File: config.mk
export PLATFORM = sky130hd
export DESIGN_NAME = mux_n1_seq
export DESIGN_NICKNAME = d
export VERILOG_FILES = /design/src/rtl/mux_n1_seq_pkg.sv /design/src/rtl/mux_n1_seq_dwell_cnt.sv /design/src/rtl/mux_n1_seq.sv
export SDC_FILE = /design/constraint.sdc
export NUM_CORES = 1
export LEC_CHECK = 0
export BUFFER_PORTS_ARGS = -buffer_cell sky130_fd_sc_hd__clkbuf_2
export CORE_MARGIN = 2
export CORE_UTILIZATION = 28
export CTS_BUF_LIST = sky130_fd_sc_hd__clkbuf_8
export CTS_CLUSTER_DIAMETER = 100
export CTS_CLUSTER_SIZE = 24
export DETAILED_ROUTE_END_ITERATION = 10
export MAX_ROUTING_LAYER = met4
export SLEW_MARGIN = 20
export SYNTH_ARGS = -nofsm -noshare
export SYNTH_HDL_FRONTEND = slang
export SYNTH_SLANG_ARGS = --single-unit
File: constraint.sdc
create_clock -name i_CLK -period 1.54 [get_ports i_CLK]
set_input_delay 0.385 -clock i_CLK [delete_from_list [all_inputs] [get_ports i_CLK]]
set_output_delay 0.385 -clock i_CLK [all_outputs]
set_load 0.01 [all_outputs]
File: src/rtl/mux_n1_seq_pkg.sv
// Shared types and width helpers for the sequential N:1 multiplexer.
package mux_n1_seq_pkg;

    typedef enum logic [1:0] {
        S_IDLE,
        S_SWITCH,
        S_HOLD,
        S_SCAN
    } state_e;

    // The dwell limit is at most 255, so an 8-bit counter always suffices.
    localparam int DWELL_W = 8;

    function automatic int clog2(input int n);
        int r;
        r = 0;
        for (int i = 0; i < 31; i++) begin
            if ((1 << i) < n) r = i + 1;
        end
        return r;
    endfunction

    function automatic int sel_width(input int n_ch);
        return (clog2(n_ch) > 1) ? clog2(n_ch) : 1;
    endfunction

endpackage

File: src/rtl/mux_n1_seq_dwell_cnt.sv
// Dwell timer: counts enabled cycles and pulses o_EXPIRE on the last one.
module dwell_cnt
    import mux_n1_seq_pkg::*;
#(
    parameter int DWELL = 4
) (
    input  logic i_CLK,
    input  logic i_RST,
    input  logic i_LOAD,
    input  logic i_EN,
    output logic o_EXPIRE
);

    logic [DWELL_W-1:0] cnt_q;

    assign o_EXPIRE = i_EN && (cnt_q == DWELL_W'(DWELL - 1));

    always_ff @(posedge i_CLK or posedge i_RST) begin
        if (i_RST) begin
            cnt_q <= '0;
        end else if (i_LOAD || o_EXPIRE) begin
            cnt_q <= '0;
        end else if (i_EN) begin
            cnt_q <= cnt_q + DWELL_W'(1);
        end
    end

endmodule

File: src/rtl/mux_n1_seq.sv
// Sequential N:1 channel multiplexer with manual select and round-robin scan.
// Output data is registered; every channel change inserts one blanking cycle.
module mux_n1_seq
    import mux_n1_seq_pkg::*;
#(
    parameter int  N_CH  = 4,
    parameter int  WIDTH = 1,
    parameter int  DWELL = 4,
    localparam int SELW  = sel_width(N_CH)
) (
    input  logic                  i_CLK,
    input  logic                  i_RST,
    input  logic [N_CH*WIDTH-1:0] i_DATA,
    input  logic [SELW-1:0]       i_SEL,
    input  logic                  i_SEL_VALID,
    output logic                  o_SEL_READY,
    input  logic                  i_SCAN_EN,
    output logic [WIDTH-1:0]      o_OUT,
    output logic                  o_OUT_VALID,
    output logic [SELW-1:0]       o_CUR_SEL,
    output logic                  o_ERR
);

    state_e           state_q;
    logic [SELW-1:0]  cur_sel_q;
    logic [SELW-1:0]  next_sel;
    logic [WIDTH-1:0] out_q;
    logic [WIDTH-1:0] chan_data;
    logic             valid_q;
    logic             ready_q;
    logic             err_q;
    logic             sel_fire;
    logic             sel_in_range;
    logic             dwell_expire;

    // Scan enable vetoes ready combinationally so a same-cycle select never transfers.
    assign o_SEL_READY  = ready_q & ~i_SCAN_EN;
    assign sel_fire     = i_SEL_VALID & o_SEL_READY;
    assign sel_in_range = int'(i_SEL) < N_CH;
    assign next_sel     = (int'(cur_sel_q) == N_CH - 1) ? '0 : cur_sel_q + SELW'(1);
    assign chan_data    = i_DATA[cur_sel_q*WIDTH +: WIDTH];

    assign o_OUT       = out_q;
    assign o_OUT_VALID = valid_q;
    assign o_CUR_SEL   = cur_sel_q;
    assign o_ERR       = err_q;

    dwell_cnt #(
        .DWELL (DWELL)
    ) u_dwell (
        .i_CLK    (i_CLK),
        .i_RST    (i_RST),
        .i_LOAD   (state_q == S_SWITCH),
        .i_EN     (state_q == S_SCAN),
        .o_EXPIRE (dwell_expire)
    );

    // NOTE: non-blocking assignments so every register here samples pre-edge values.
    always_ff @(posedge i_CLK or posedge i_RST) begin
        if (i_RST) begin
            state_q   <= S_IDLE;
            cur_sel_q <= '0;
            out_q     <= '0;
            valid_q   <= 1'b0;
            ready_q   <= 1'b0;
            err_q     <= 1'b0;
        end else begin
            err_q <= sel_fire & ~sel_in_range;
            case (state_q)
                S_IDLE, S_HOLD: begin
                    if (i_SCAN_EN) begin
                        state_q   <= S_SWITCH;
                        cur_sel_q <= '0;
                        valid_q   <= 1'b0;
                        ready_q   <= 1'b0;
                    end else if (sel_fire && sel_in_range) begin
                        state_q   <= S_SWITCH;
                        cur_sel_q <= i_SEL;
                        valid_q   <= 1'b0;
                        ready_q   <= 1'b0;
                    end else begin
                        ready_q <= 1'b1;
                        if (state_q == S_HOLD) out_q <= chan_data;
                    end
                end
                S_SWITCH: begin
                    state_q <= i_SCAN_EN ? S_SCAN : S_HOLD;
                    out_q   <= chan_data;
                    valid_q <= 1'b1;
                    ready_q <= ~i_SCAN_EN;
                end
                S_SCAN: begin
                    if (!i_SCAN_EN) begin
                        state_q <= S_HOLD;
                        ready_q <= 1'b1;
                        out_q   <= chan_data;
                    end else if (dwell_expire) begin
                        state_q   <= S_SWITCH;
                        cur_sel_q <= next_sel;
                        valid_q   <= 1'b0;
                    end else begin
                        out_q <= chan_data;
                    end
                end
                default: begin
                    state_q <= S_IDLE;
                    valid_q <= 1'b0;
                    ready_q <= 1'b0;
                end
            endcase
        end
    end

endmodule
=== Yosys cells after proc, flatten, opt, wreduce, memory -nomap -nowiden ===
Index checks and enable logic that the tools add are counted.

* Input port bits: 10
* Logic and storage cells: 65
* Register bits after elaboration: 15
* Output and inout port bits: 6

* Reductions and logical operators: 10
* Bitwise operators: 3
* Eq/ne operators: 14
* Shift-type cells: 1
* Mux-type cells: 29
* Add/subtract/negate cells: 2

{| class="wikitable"
|+ Operators with widths
! cell !! number
|-
| 2-bit two-way mux || 9
|-
| 8-bit two-way mux || 2
|-
| 1-bit two-way mux || 13
|-
| 2-bit inequality test, second input constant || 6
|-
| 3-bit inequality test, second input constant || 3
|-
| 1-bit one-hot mux with 3 select lines || 3
|-
| 8-bit by 1-bit adder with 8-bit output, second input constant || 1
|-
| 8-bit by 2-bit equality test with 1-bit output, second input constant || 1
|-
| 4-bit AND reduction || 2
|-
| 2-bit one-hot mux with 3 select lines || 1
|-
| 2-bit by 1-bit equality test with 1-bit output, second input constant || 2
|-
| 2-bit equality test, second input constant || 2
|-
| 2-bit one-hot mux with 2 select lines || 1
|-
| 2-bit nonzero test || 2
|-
| 4-bit by 3-bit indexed part select with 1-bit output || 1
|-
| 3-bit AND reduction || 1
|-
| 2-bit by 1-bit adder with 2-bit output, second input constant || 1
|-
| 1-bit bitwise AND || 2
|-
| 2-bit logical NOT || 1
|-
| 2-bit AND reduction || 1
|-
| 2-bit OR reduction || 1
|-
| 1-bit logical AND || 1
|-
| 1-bit logical OR || 1
|-
| 1-bit NOT || 1
|}

=== Longest topological paths before layout ===
Gate-level depths: netlist of run 1.

* Depth in word-level cells: 6
* Mapped depth: 5
* Mapped depth without buffers: 5

=== Cells and area by module ===
Synthesis of run 1 repeated with hierarchy kept, for this count alone.

* Cell total of the unflattened synthesis: 79
* Area total of the unflattened synthesis: 820.8 um^2

{| class="wikitable"
|+ By module, submodules not included
! module !! cells each !! seq. area each (um^2) !! times used !! area an instance (um^2)
|-
| dwell_cnt || 42 || 200.2 || 1 || 424.2
|-
| mux_n1_seq || 37 || 175.2 || 1 || 396.6
|}

=== Worst setup path before layout of run 1 ===
No wires, ideal clock.

* Path kind: register -> register
* Start: reg u_dwell.cnt_q[0]
* End: reg out_q (netlist: o_OUT)
* Arrival time: 1400 ps
* Buffers on the path: 0
* Data required time: 1415 ps
* Setup time: 125 ps
* Period minus slack after synthesis: 1525 ps
* Path slack: 15 ps
* Cell stages (with the launch flop): 6
* Path through: dfrtp_1 ha_1 nor4b_4 and3_1 o22ai_2 mux2_4

* Longest elaborated chain between the ends: 4

{| class="wikitable"
|+ Ends and longest elaborated chain
! element !! RTL line !! text
|-
| start, declared || mux_n1_seq_dwell_cnt.sv:14 || <nowiki>logic [DWELL_W-1:0] cnt_q;</nowiki>
|-
| start signal, assigned || mux_n1_seq_dwell_cnt.sv:24 || <nowiki>cnt_q <= cnt_q + DWELL_W'(1);</nowiki>
|-
| 8-bit by 2-bit equality test with 1-bit output || mux_n1_seq_dwell_cnt.sv:16 || <nowiki>assign o_EXPIRE = i_EN && (cnt_q == DWELL_W'(DWELL - 1));</nowiki>
|-
| 1-bit logical AND || mux_n1_seq_dwell_cnt.sv:16 ||
|-
| 3-bit inequality test (no line) || n/a ||
|-
| 4-bit AND reduction (no line) || n/a ||
|-
| end signal, assigned || mux_n1_seq.sv:83 || <nowiki>if (state_q == S_HOLD) out_q <= chan_data;</nowiki>
|-
| end signal, assigned || mux_n1_seq.sv:88 || <nowiki>out_q <= chan_data;</nowiki>
|-
| end signal, assigned || mux_n1_seq.sv:96 || <nowiki>out_q <= chan_data;</nowiki>
|-
| end, declared || mux_n1_seq.sv:27 || <nowiki>logic [WIDTH-1:0] out_q;</nowiki>
|}

No other way between the ends.
A chain may end at the register's enable or synchronous reset.

=== Worst setup path after layout of run 1 ===
* Start: reg u_dwell.cnt_q[1]
* End: reg out_q (netlist: o_OUT)

The elaborated chain is that of the path after synthesis.

==> results.sh, run 1 <==
export IMPL_syn_cell_area_sq_um=824.5
export IMPL_antenna_found_initial=0
export IMPL_synth_xor_xnor_area_share_pct=1.062
export IMPL_wl_per_cell_um=12.61
export IMPL_grt_pass1_wl_um=2953
export IMPL_grt_pass1_vias=663
export IMPL_syn_num_nets=91
export IMPL_cts_buffers=3
export IMPL_route_detailed_drc=0
export IMPL_core_area_sq_um=2781
export IMPL_synth_top_cell_area_share_pct=45.52
export IMPL_period_minus_slack_ns=1.532
export IMPL_via_count=684
export IMPL_root_buffer="clkbuf_8"
export IMPL_firstDrtPassIters=3
export IMPL_dp_hpwl_um=1325
export IMPL_status="finished, final reports clean"
export IMPL_start_util_pct=29.64
export IMPL_synth_edf_count=0
export IMPL_grt_use_total_pct=11.95
export IMPL_synth_area_mux_share_pct=9.712
export IMPL_syn_avg_cell_area_sq_um=10.44
export IMPL_max_freq_mhz=652.6
export IMPL_worstPathRequired_ns=1.68
export IMPL_io_pin_count=16
export IMPL_tightest_slew_ns=0.5963
export IMPL_synth_compound_area_share_pct=17.00
export IMPL_rows=19
export IMPL_grt_max_degree=16
export IMPL_die_y_um=58.27
export IMPL_synth_distinct_cells=34
export IMPL_antenna_left=0
export IMPL_syn2layout_area_growth_pct=30.05
export IMPL_syn_inst=79
export IMPL_clkPwrFrac_pct=23.2
export IMPL_ys_top_cells_by_count="dfrtp_1, nand2_1, a21oi_1, nand3_1"
export IMPL_vias_per_cell=4.993
export IMPL_slew_violations=0
export IMPL_ys_ff_latch=15
export IMPL_synth_fa_ha_area_share_pct=3.035
export IMPL_cp_start_kind="flop"
export IMPL_drt_iter0_markers=9
export IMPL_cts_tree="yes"
export IMPL_die_area_sq_um=3395
export IMPL_wirelength_um=1727
export IMPL_synth_most_common_cell="dfrtp_1"
export IMPL_fin_crit_sh_pct=99.50
export IMPL_yosysSeqAreaShare_pct=45.52
export IMPL_yosys_warnings=0
export IMPL_post_cts_resized=0
export IMPL_grt_overflow=0
export IMPL_drive_gt1_share_pct=37.74
export IMPL_hold_path_class="input port to async pin"
export IMPL_cts_sinks=15
export IMPL_maxCapViolCount=0
export IMPL_hold_viol=0
export IMPL_swShare_pct=33.33
export IMPL_finClkSkew_ns=0.006608
export IMPL_power_leakage_nw=0.5304
export IMPL_end_kind="flop"
export IMPL_cts_hold_buf=0
export IMPL_finalSetupViolCount=0
export IMPL_clk_pin_slew_ns=0.07
export IMPL_final_fill_count=264
export IMPL_insertion_delay_ns=0.25
export IMPL_final_util_pct=38.55
export IMPL_ys_flop_type="dfrtp_1"
export IMPL_switchingPower_mw=0.4834
export IMPL_clock_tree_buffer_depth=2
export IMPL_max_vdd_ir_drop_mv=1.146
export IMPL_crit_fanout=4
export IMPL_fin_tns_setup_ns=0
export IMPL_combPwrFrac_pct=36.3
export IMPL_final_nets=119
export IMPL_synthArstFlopShare_pct=100.0
export IMPL_cts_setup_buffers=0
export IMPL_rsz0062_at_grt="yes"
export IMPL_htree_levels=1
export IMPL_synth_top_area_cell="dfrtp_1"
export IMPL_portBuffers=14
export IMPL_intPower_mw=0.9671
export IMPL_die_w_um=58.27
export IMPL_synthTopCellsByArea="dfrtp_1, nand2_1, a21oi_1, ha_1, nor4b_4"
export IMPL_pwr_share_seq_pct=40.5
export IMPL_synth_top_family_by_area="simple AND/OR/NAND/NOR gates"
export IMPL_p_per_area_nw_per_um2=1353
export IMPL_place_congestion=0.7575
export IMPL_worstPathArrival_ns=1.67
export IMPL_synth_simple_area_share_pct=20.33
export IMPL_path_class="flop to flop"
export IMPL_slew_limit_headroom_pct=60.20
export IMPL_diodes=0
export IMPL_regToRegSetupSlack_ns=0.008
[final cells by class]
cell class	count	area, sq um	area share (%)
Clock buffer	3	41.29	3.851
Clock inverter	1	7.507	0.7001
Inverter	3	11.26	1.050
Multi-Input combinational cell	59	445.4	41.54
Sequential cell	15	375.4	35.01
Tap cell	31	38.79	3.617
Timing Repair Buffer	25	152.6	14.24
[state kept, by name, indices dropped and copies added, names as in the netlist]
register,cells
ready_q,1
o_OUT,1
o_CUR_SEL,2
o_OUT_VALID,1
u_dwell.cnt_q,8
state_q,2
[per-layer routing]
metal | global-route usage (%) | up-vias | wire (um)
met5 | - | - | 0
met4 | 3.322 | 0 | 8
met3 | 4.018 | 2 | 72
met2 | 18.14 | 16 | 823
met1 | 15.17 | 323 | 824
li1 | - | 343 | -
[path summary, 6_finish.rpt]
path | cells after the start | from | to
max reg2reg | 5 | u_dwell.cnt_q[1] | o_OUT
max | 5 | u_dwell.cnt_q[1] | o_OUT
min | 2 | i_RST | u_dwell.cnt_q[0]
min reg2reg | 1 | u_dwell.cnt_q[7] | u_dwell.cnt_q[7]
min in group i_CLK | 2 | i_SCAN_EN | state_q[1]
max in group asynchronous | 2 | i_RST | u_dwell.cnt_q[3]
[layout by cell type, fill, tap and decap left out, types with 3 or more instances in the layout]
| cell | instances |
|---|---|
| nand2_1 | 9 |
| buf_4 | 11 |
| o21ai_0 | 3 |
| inv_1 | 3 |
| clkbuf_8 | 3 |
| clkbuf_2 | 14 |
| a21oi_1 | 5 |
| mux2_4 | 3 |
| nand3_1 | 4 |
| dfrtp_1 | 15 |
[critical path: stages (launching register included)]
cell and delay [ns]:
dfrtp_1 0.37, ha_2 0.18, nor4b_4 0.26, and3_1 0.22, o22ai_2 0.09, mux2_4 0.30
[stage by stage]
step / hold slack, ns / area [sq um] / total power, mW / std cells / worst slack, ns
after global routing: 0.2233 / 1072 / 1.562 / 137 / -0.06983
after detailed placement: 0.4676 / 1003 / 1.093 / 133 / 0.01447
after CTS: 0.1908 / 1052 / 1.432 / 137 / 0.004651
final: 0.1691 / 1072 / 1.451 / 137 / 0.007728
after floorplan: 0.2865 / 824.5 / 0.8946 / 79 / 0.01509
after global placement: 0.4490 / 1003 / 1.082 / 133 / 0.04583
[cells by family (layout without fill, tap and decap cells)]
logic type / after synthesis / count (layout)
DFF: 15 / 15
and+or+nand+nor: 29 / 29
buffers and inverters: 5 / 32
muxes: 6 / 6
other: 1 / 1
AOI/OAI and AO/OA: 20 / 20
adders and majority gates: 2 / 2
xor gates and xnor gates: 1 / 1
[power groups by stage]
stage	combinational, mW	clock, mW	sequential, mW
after global placement	0.493	0	0.589
after global routing	0.588	0.370	0.605
final	0.527	0.336	0.588
after CTS	0.502	0.345	0.586
after floorplan	0.286	0	0.608
after detailed placement	0.500	0	0.593
Note: power is estimated with default switching activity, not from simulation.
==> run 2, diff against run 1 <==
--- a/config.mk
+++ b/config.mk
@@ -6,7 +6,6 @@
 export NUM_CORES = 1
 export LEC_CHECK = 0
 export BUFFER_PORTS_ARGS = -buffer_cell sky130_fd_sc_hd__clkbuf_2
-export CORE_MARGIN = 2
 export CORE_UTILIZATION = 28
 export CTS_BUF_LIST = sky130_fd_sc_hd__clkbuf_8
 export CTS_CLUSTER_DIAMETER = 100
==> run 2 against run 1 <==
Effect of this change:
- non-clock buffer count down 1
- critical endpoint unchanged
- flip-flop and latch count unchanged
- final cell count decreased by 0.73%
- largest power group unchanged
- wire length grew 1.7%
- die area fell by 6.7%
- power decreased by 2.4%
- setup slack better by 0.018 ns
- critical path depth unchanged
- combinational power down 4.7%
- maximum frequency is 1.2% higher
- hold slack improved by 0.0023 ns
- count of clock-buffer cells in the layout unchanged
==> results.sh, run 2 (synthesis gave the netlist of run 1 again) <==
export IMPL_drt_iter0_markers=4
export IMPL_status="finished, final reports clean"
export IMPL_rows=19
export IMPL_clk_pin_slew_ns=0.07
export IMPL_route_detailed_drc=0
export IMPL_p_per_area_nw_per_um2=1342
export IMPL_final_fill_count=283
export IMPL_slew_violations=0
export IMPL_cts_hold_buf=0
export IMPL_regMostFlops="u_dwell.cnt_q"
export IMPL_switchingPower_mw=0.4710
export IMPL_antenna_left=0
export IMPL_dp_hpwl_um=1323
export IMPL_final_common_cell="dfrtp_1"
export IMPL_syn2layout_area_growth_pct=27.92
export IMPL_swShare_pct=33.27
export IMPL_wl_per_cell_um=12.92
export IMPL_hold_viol=0
export IMPL_clkPwrFrac_pct=23.2
export IMPL_clock_tree_buffer_depth=2
export IMPL_start_util_pct=29.64
export IMPL_combPwrFrac_pct=35.5
export IMPL_cts_buffers=3
export IMPL_end_kind="flop"
export IMPL_finalSetupViolCount=0
export IMPL_wirelength_um=1757
export IMPL_hold_path_class="input port to async pin"
export IMPL_final_cells=136
export IMPL_die_y_um=56.27
export IMPL_rsz0062_at_grt="yes"
export IMPL_via_count=680
export IMPL_die_area_sq_um=3166
export IMPL_finClkSkew_ns=0.002046
export IMPL_die_w_um=56.27
export IMPL_path_class="flop to flop"
export IMPL_io_pin_count=16
export IMPL_grt_pass1_vias=670
export IMPL_max_vdd_ir_drop_mv=0.8688
export IMPL_grt_overflow=0
export IMPL_post_place_ws_ns=0.03759
export IMPL_htree_levels=1
export IMPL_power_leakage_nw=0.5230
export IMPL_grt_max_degree=16
export IMPL_slew_limit_headroom_pct=60.48
export IMPL_place_congestion=0.8188
export IMPL_worstPathRequired_ns=1.68
export IMPL_maxCapViolCount=0
export IMPL_period_minus_slack_ns=1.514
export IMPL_diodes=0
export IMPL_final_cell_mix="dfrtp_1, clkbuf_2, buf_4"
export IMPL_cts_sinks=15
export IMPL_final_nets=118
export IMPL_grt_use_total_pct=13.15
export IMPL_root_buffer="clkbuf_8"
export IMPL_cts_tree="yes"
export IMPL_holdWs_ns=0.1714
export IMPL_max_freq_mhz=660.4
export IMPL_worstPathArrival_ns=1.65
export IMPL_fin_ws_ns=0.02586
export IMPL_fin_crit_sh_pct=98.32
export IMPL_grt_pass1_wl_um=3215
export IMPL_crit_fanout=4
export IMPL_insertion_delay_ns=0.25
export IMPL_vias_per_cell=5.000
export IMPL_firstDrtPassIters=4
export IMPL_pwr_share_seq_pct=41.3
export IMPL_tightest_slew_ns=0.5921
export IMPL_largest_register_ffs=8
export IMPL_cp_start_kind="flop"
export IMPL_antenna_found_initial=0
export IMPL_intPower_mw=0.9447
export IMPL_placedCellCount=132
export IMPL_portBuffers=14
export IMPL_core_area_sq_um=2781
export IMPL_drive_gt1_share_pct=37.14
==> run 2: routing by layer <==
metal	vias to the layer above	part of all wire, %	GRT usage, %
met5	-	0	-
met4	0	0	3.833
met3	0	3.5	2.074
met2	16	48	19.05
met1	322	49	19.03
li1	342	-	-
==> run 2: power groups by stage <==
stage | Sequential [mW] | Clock [mW] | Combinational [mW]
2_1_floorplan | 0.608 | 0 | 0.286
3_3_place_gp | 0.589 | 0 | 0.487
3_5_place_dp | 0.595 | 0 | 0.499
4_1_cts | 0.586 | 0.332 | 0.499
5_1_grt | 0.599 | 0.353 | 0.573
6_report | 0.585 | 0.329 | 0.502
==> run 2: path summary, 6_finish.rpt <==
path / slack [ns] / startpoint / depth (start not counted) / to
max reg2reg: 0.03 / u_dwell.cnt_q[1] / 5 / o_OUT
min in group i_CLK: 0.44 / i_SCAN_EN / 2 / state_q[1]
max: 0.03 / u_dwell.cnt_q[1] / 5 / o_OUT
min reg2reg: 0.49 / u_dwell.cnt_q[7] / 1 / u_dwell.cnt_q[7]
min: 0.17 / i_RST / 2 / u_dwell.cnt_q[2]
max in group asynchronous: 0.98 / i_RST / 2 / state_q[0]
==> run 2: what timing repair did <==
| item | 4_1_cts | 5_1_grt |
|---|---|---|
| gates resized for setup | 0 | 3 |
| endpoints found under the setup margin | 0 | 5 |
| buffers inserted | 0 | 0 |
==> run 2: cell type report <==
class | count | area, sq um | area share, %
Multi-Input combinational cell | 59 | 437.9 | 41.52
Clock inverter | 1 | 5.005 | 0.4745
Tap cell | 31 | 38.79 | 3.677
Sequential cell | 15 | 375.4 | 35.59
Clock buffer | 3 | 41.29 | 3.915
Timing Repair Buffer | 24 | 145.1 | 13.76
Inverter | 3 | 11.26 | 1.068
==> run 2: critical path, cell delays in order, from the launching register on <==
cell     delay [ns]
dfrtp_1        0.37
ha_2           0.18
nor4b_4        0.25
and3_1         0.21
o22ai_2        0.09
mux2_4         0.30
==> run 2: metrics by stage <==
stage | power (mW) | utilization [%] | TNS [ns] | cell area [sq um]
after detailed placement | 1.094 | 35.81 | 0 | 996.0
after CTS | 1.418 | 37.47 | 0 | 1042
after floorplan | 0.8946 | - | 0 | 824.5
after global routing | 1.525 | 37.92 | -0.2669 | 1055
after global placement | 1.076 | 35.81 | 0 | 996.0
final | 1.416 | 37.92 | 0 | 1055
==> run 3, diff against run 2 <==
--- a/config.mk
+++ b/config.mk
@@ -12,6 +12,7 @@
 export CTS_CLUSTER_SIZE = 24
 export DETAILED_ROUTE_END_ITERATION = 10
 export MAX_ROUTING_LAYER = met4
+export REMOVE_ABC_BUFFERS = 1
 export SLEW_MARGIN = 20
 export SYNTH_ARGS = -nofsm -noshare
 export SYNTH_HDL_FRONTEND = slang
==> run 3 against run 2 <==
Effect of this change:
- largest power group unchanged
- count of clock-buffer cells in the layout unchanged
- setup slack worse by 0.026 ns
- utilization up 0.81 points
- sequential power up 1%
- power up 3.9%
- critical path depth unchanged
- wire length up 2.1%
- clock power down 1%
- die area unchanged
- combinational power up 11%
- the run now ends with setup timing left
- flip-flop and latch count unchanged
- sequential share of layout area down 0.74 points
==> results.sh, run 3 (synthesis gave the netlist of run 1 again) <==
export IMPL_intPower_mw=0.9881
export IMPL_hold_viol=0
export IMPL_rows=19
export IMPL_fin_crit_sh_pct=100.0
export IMPL_cts_tree="yes"
export IMPL_finalSetupViolCount=1
export IMPL_cts_hold_buf=0
export IMPL_fin_area_sq_um=1077
export IMPL_insertion_delay_ns=0.25
export IMPL_place_congestion=0.8277
export IMPL_power_leakage_nw=0.5444
export IMPL_core_area_sq_um=2781
export IMPL_via_count=718
export IMPL_period_minus_slack_ns=1.540
export IMPL_largest_register_ffs=8
export IMPL_cts_sinks=15
export IMPL_final_nets=121
export IMPL_regMostFlops="u_dwell.cnt_q"
export IMPL_die_area_sq_um=3166
export IMPL_drive_gt1_share_pct=37.96
export IMPL_max_vdd_ir_drop_mv=0.8690
export IMPL_hold_path_class="input port to async pin"
export IMPL_portBuffers=14
export IMPL_status="finished with violations"
export IMPL_pwr_share_seq_pct=40.2
export IMPL_post_place_ws_ns=0.01762
export IMPL_vias_per_cell=5.165
export IMPL_path_class="flop to flop"
export IMPL_slew_violations=0
export IMPL_final_common_cell="dfrtp_1"
export IMPL_combPwrFrac_pct=37.7
export IMPL_final_util_pct=38.73
export IMPL_grt_pass1_wl_um=3201
export IMPL_cts_buffers=3
export IMPL_p_per_area_nw_per_um2=1366
export IMPL_final_cell_mix="dfrtp_1, clkbuf_2, buf_4"
export IMPL_final_cells=139
export IMPL_violations="setup timing"
export IMPL_slew_limit_headroom_pct=61.90
export IMPL_diodes=0
export IMPL_worstPathArrival_ns=1.68
export IMPL_clkPwrFrac_pct=22.1
export IMPL_rsz0062_at_grt="yes"
export IMPL_switchingPower_mw=0.4834
export IMPL_drt_iter0_markers=5
export IMPL_maxCapViolCount=0
export IMPL_placedCellCount=133
export IMPL_max_freq_mhz=649.3
export IMPL_worstPathRequired_ns=1.68
export IMPL_start_util_pct=29.64
export IMPL_syn2layout_area_growth_pct=30.65
export IMPL_fin_ws_ns=-0.0001524
export IMPL_swShare_pct=32.85
export IMPL_io_pin_count=16
export IMPL_place_area_sq_um=1003
export IMPL_die_w_um=56.27
export IMPL_cp_start_kind="flop"
export IMPL_crit_fanout=4
export IMPL_dp_hpwl_um=1356
export IMPL_grt_max_degree=16
export IMPL_firstDrtPassIters=4
export IMPL_root_buffer="clkbuf_8"
export IMPL_tightest_slew_ns=0.5708
export IMPL_clk_pin_slew_ns=0.07
export IMPL_grt_overflow=0
export IMPL_clock_tree_buffer_depth=2
export IMPL_holdWs_ns=0.1619
export IMPL_htree_levels=1
export IMPL_die_y_um=56.27
export IMPL_end_kind="flop"
export IMPL_wirelength_um=1794
export IMPL_grt_use_total_pct=13.26
export IMPL_antenna_found_initial=0
export IMPL_route_detailed_drc=0
export IMPL_antenna_left=0
export IMPL_finClkSkew_ns=0.005762
export IMPL_wl_per_cell_um=12.91
export IMPL_grt_pass1_vias=734
==> run 3: metrics by stage <==
stage               total power [mW]    TNS [ns]
finish                         1.472  -0.0001524
global route                   1.581     -0.1782
CTS                            1.427           0
detailed placement             1.099           0
global placement               1.081           0
floorplan                     0.8910           0
==> run 3: area by class of cell <==
class | instances | area, sq um
Sequential cell | 15 | 375.4
Fill cell | 280 | 1704
Multi-Input combinational cell | 59 | 437.9
Clock inverter | 1 | 5.005
Clock buffer | 3 | 41.29
Timing Repair Buffer | 27 | 167.7
Tap cell | 31 | 38.79
Inverter | 3 | 11.26
==> run 3: critical path, cell delays in order, from the launching register on <==
cell     delay, ns
dfrtp_1       0.40
ha_2          0.19
nor4b_4       0.13
and3_1        0.19
o22ai_2       0.20
mux2_4        0.31
==> run 3: worst paths after layout <==
kind | end | depth (start not counted) | slack (ns) | from
max in group asynchronous | u_dwell.cnt_q[3] | 2 | 1.00 | i_RST
setup reg to reg | o_OUT | 5 | -0.0002 | u_dwell.cnt_q[1]
setup / recovery | o_OUT | 5 | -0.0002 | u_dwell.cnt_q[1]
min in group i_CLK | state_q[1] | 2 | 0.47 | i_SCAN_EN
hold / removal | state_q[1] | 2 | 0.16 | i_RST
hold reg to reg | u_dwell.cnt_q[7] | 1 | 0.50 | u_dwell.cnt_q[7]
==> run 3: layer usage <==
layer | routed length [um] | vias to the layer above | global-route usage (%)
met3 | 85 | 0 | 4.839
met4 | 0 | 0 | 1.045
li1 | - | 348 | -
met1 | 870 | 351 | 16.44
met2 | 837 | 19 | 21.77
met5 | 0 | - | -
==> run 3: timing repair <==
| action | in CTS | in global routing |
|---|---|---|
| buffers inserted | 0 | 2 |
| setup endpoints to repair | 0 | 4 |
| gates resized for setup | 0 | 4 |
==> run 3: power groups by stage <==
| stage | clock, mW | combinational [mW] | sequential, mW |
|---|---|---|---|
| 5_1_grt | 0.356 | 0.619 | 0.606 |
| 3_3_place_gp | 0 | 0.492 | 0.589 |
| 3_5_place_dp | 0 | 0.502 | 0.597 |
| 4_1_cts | 0.332 | 0.505 | 0.590 |
| 6_report | 0.325 | 0.555 | 0.592 |
| 2_1_floorplan | 0 | 0.279 | 0.612 |
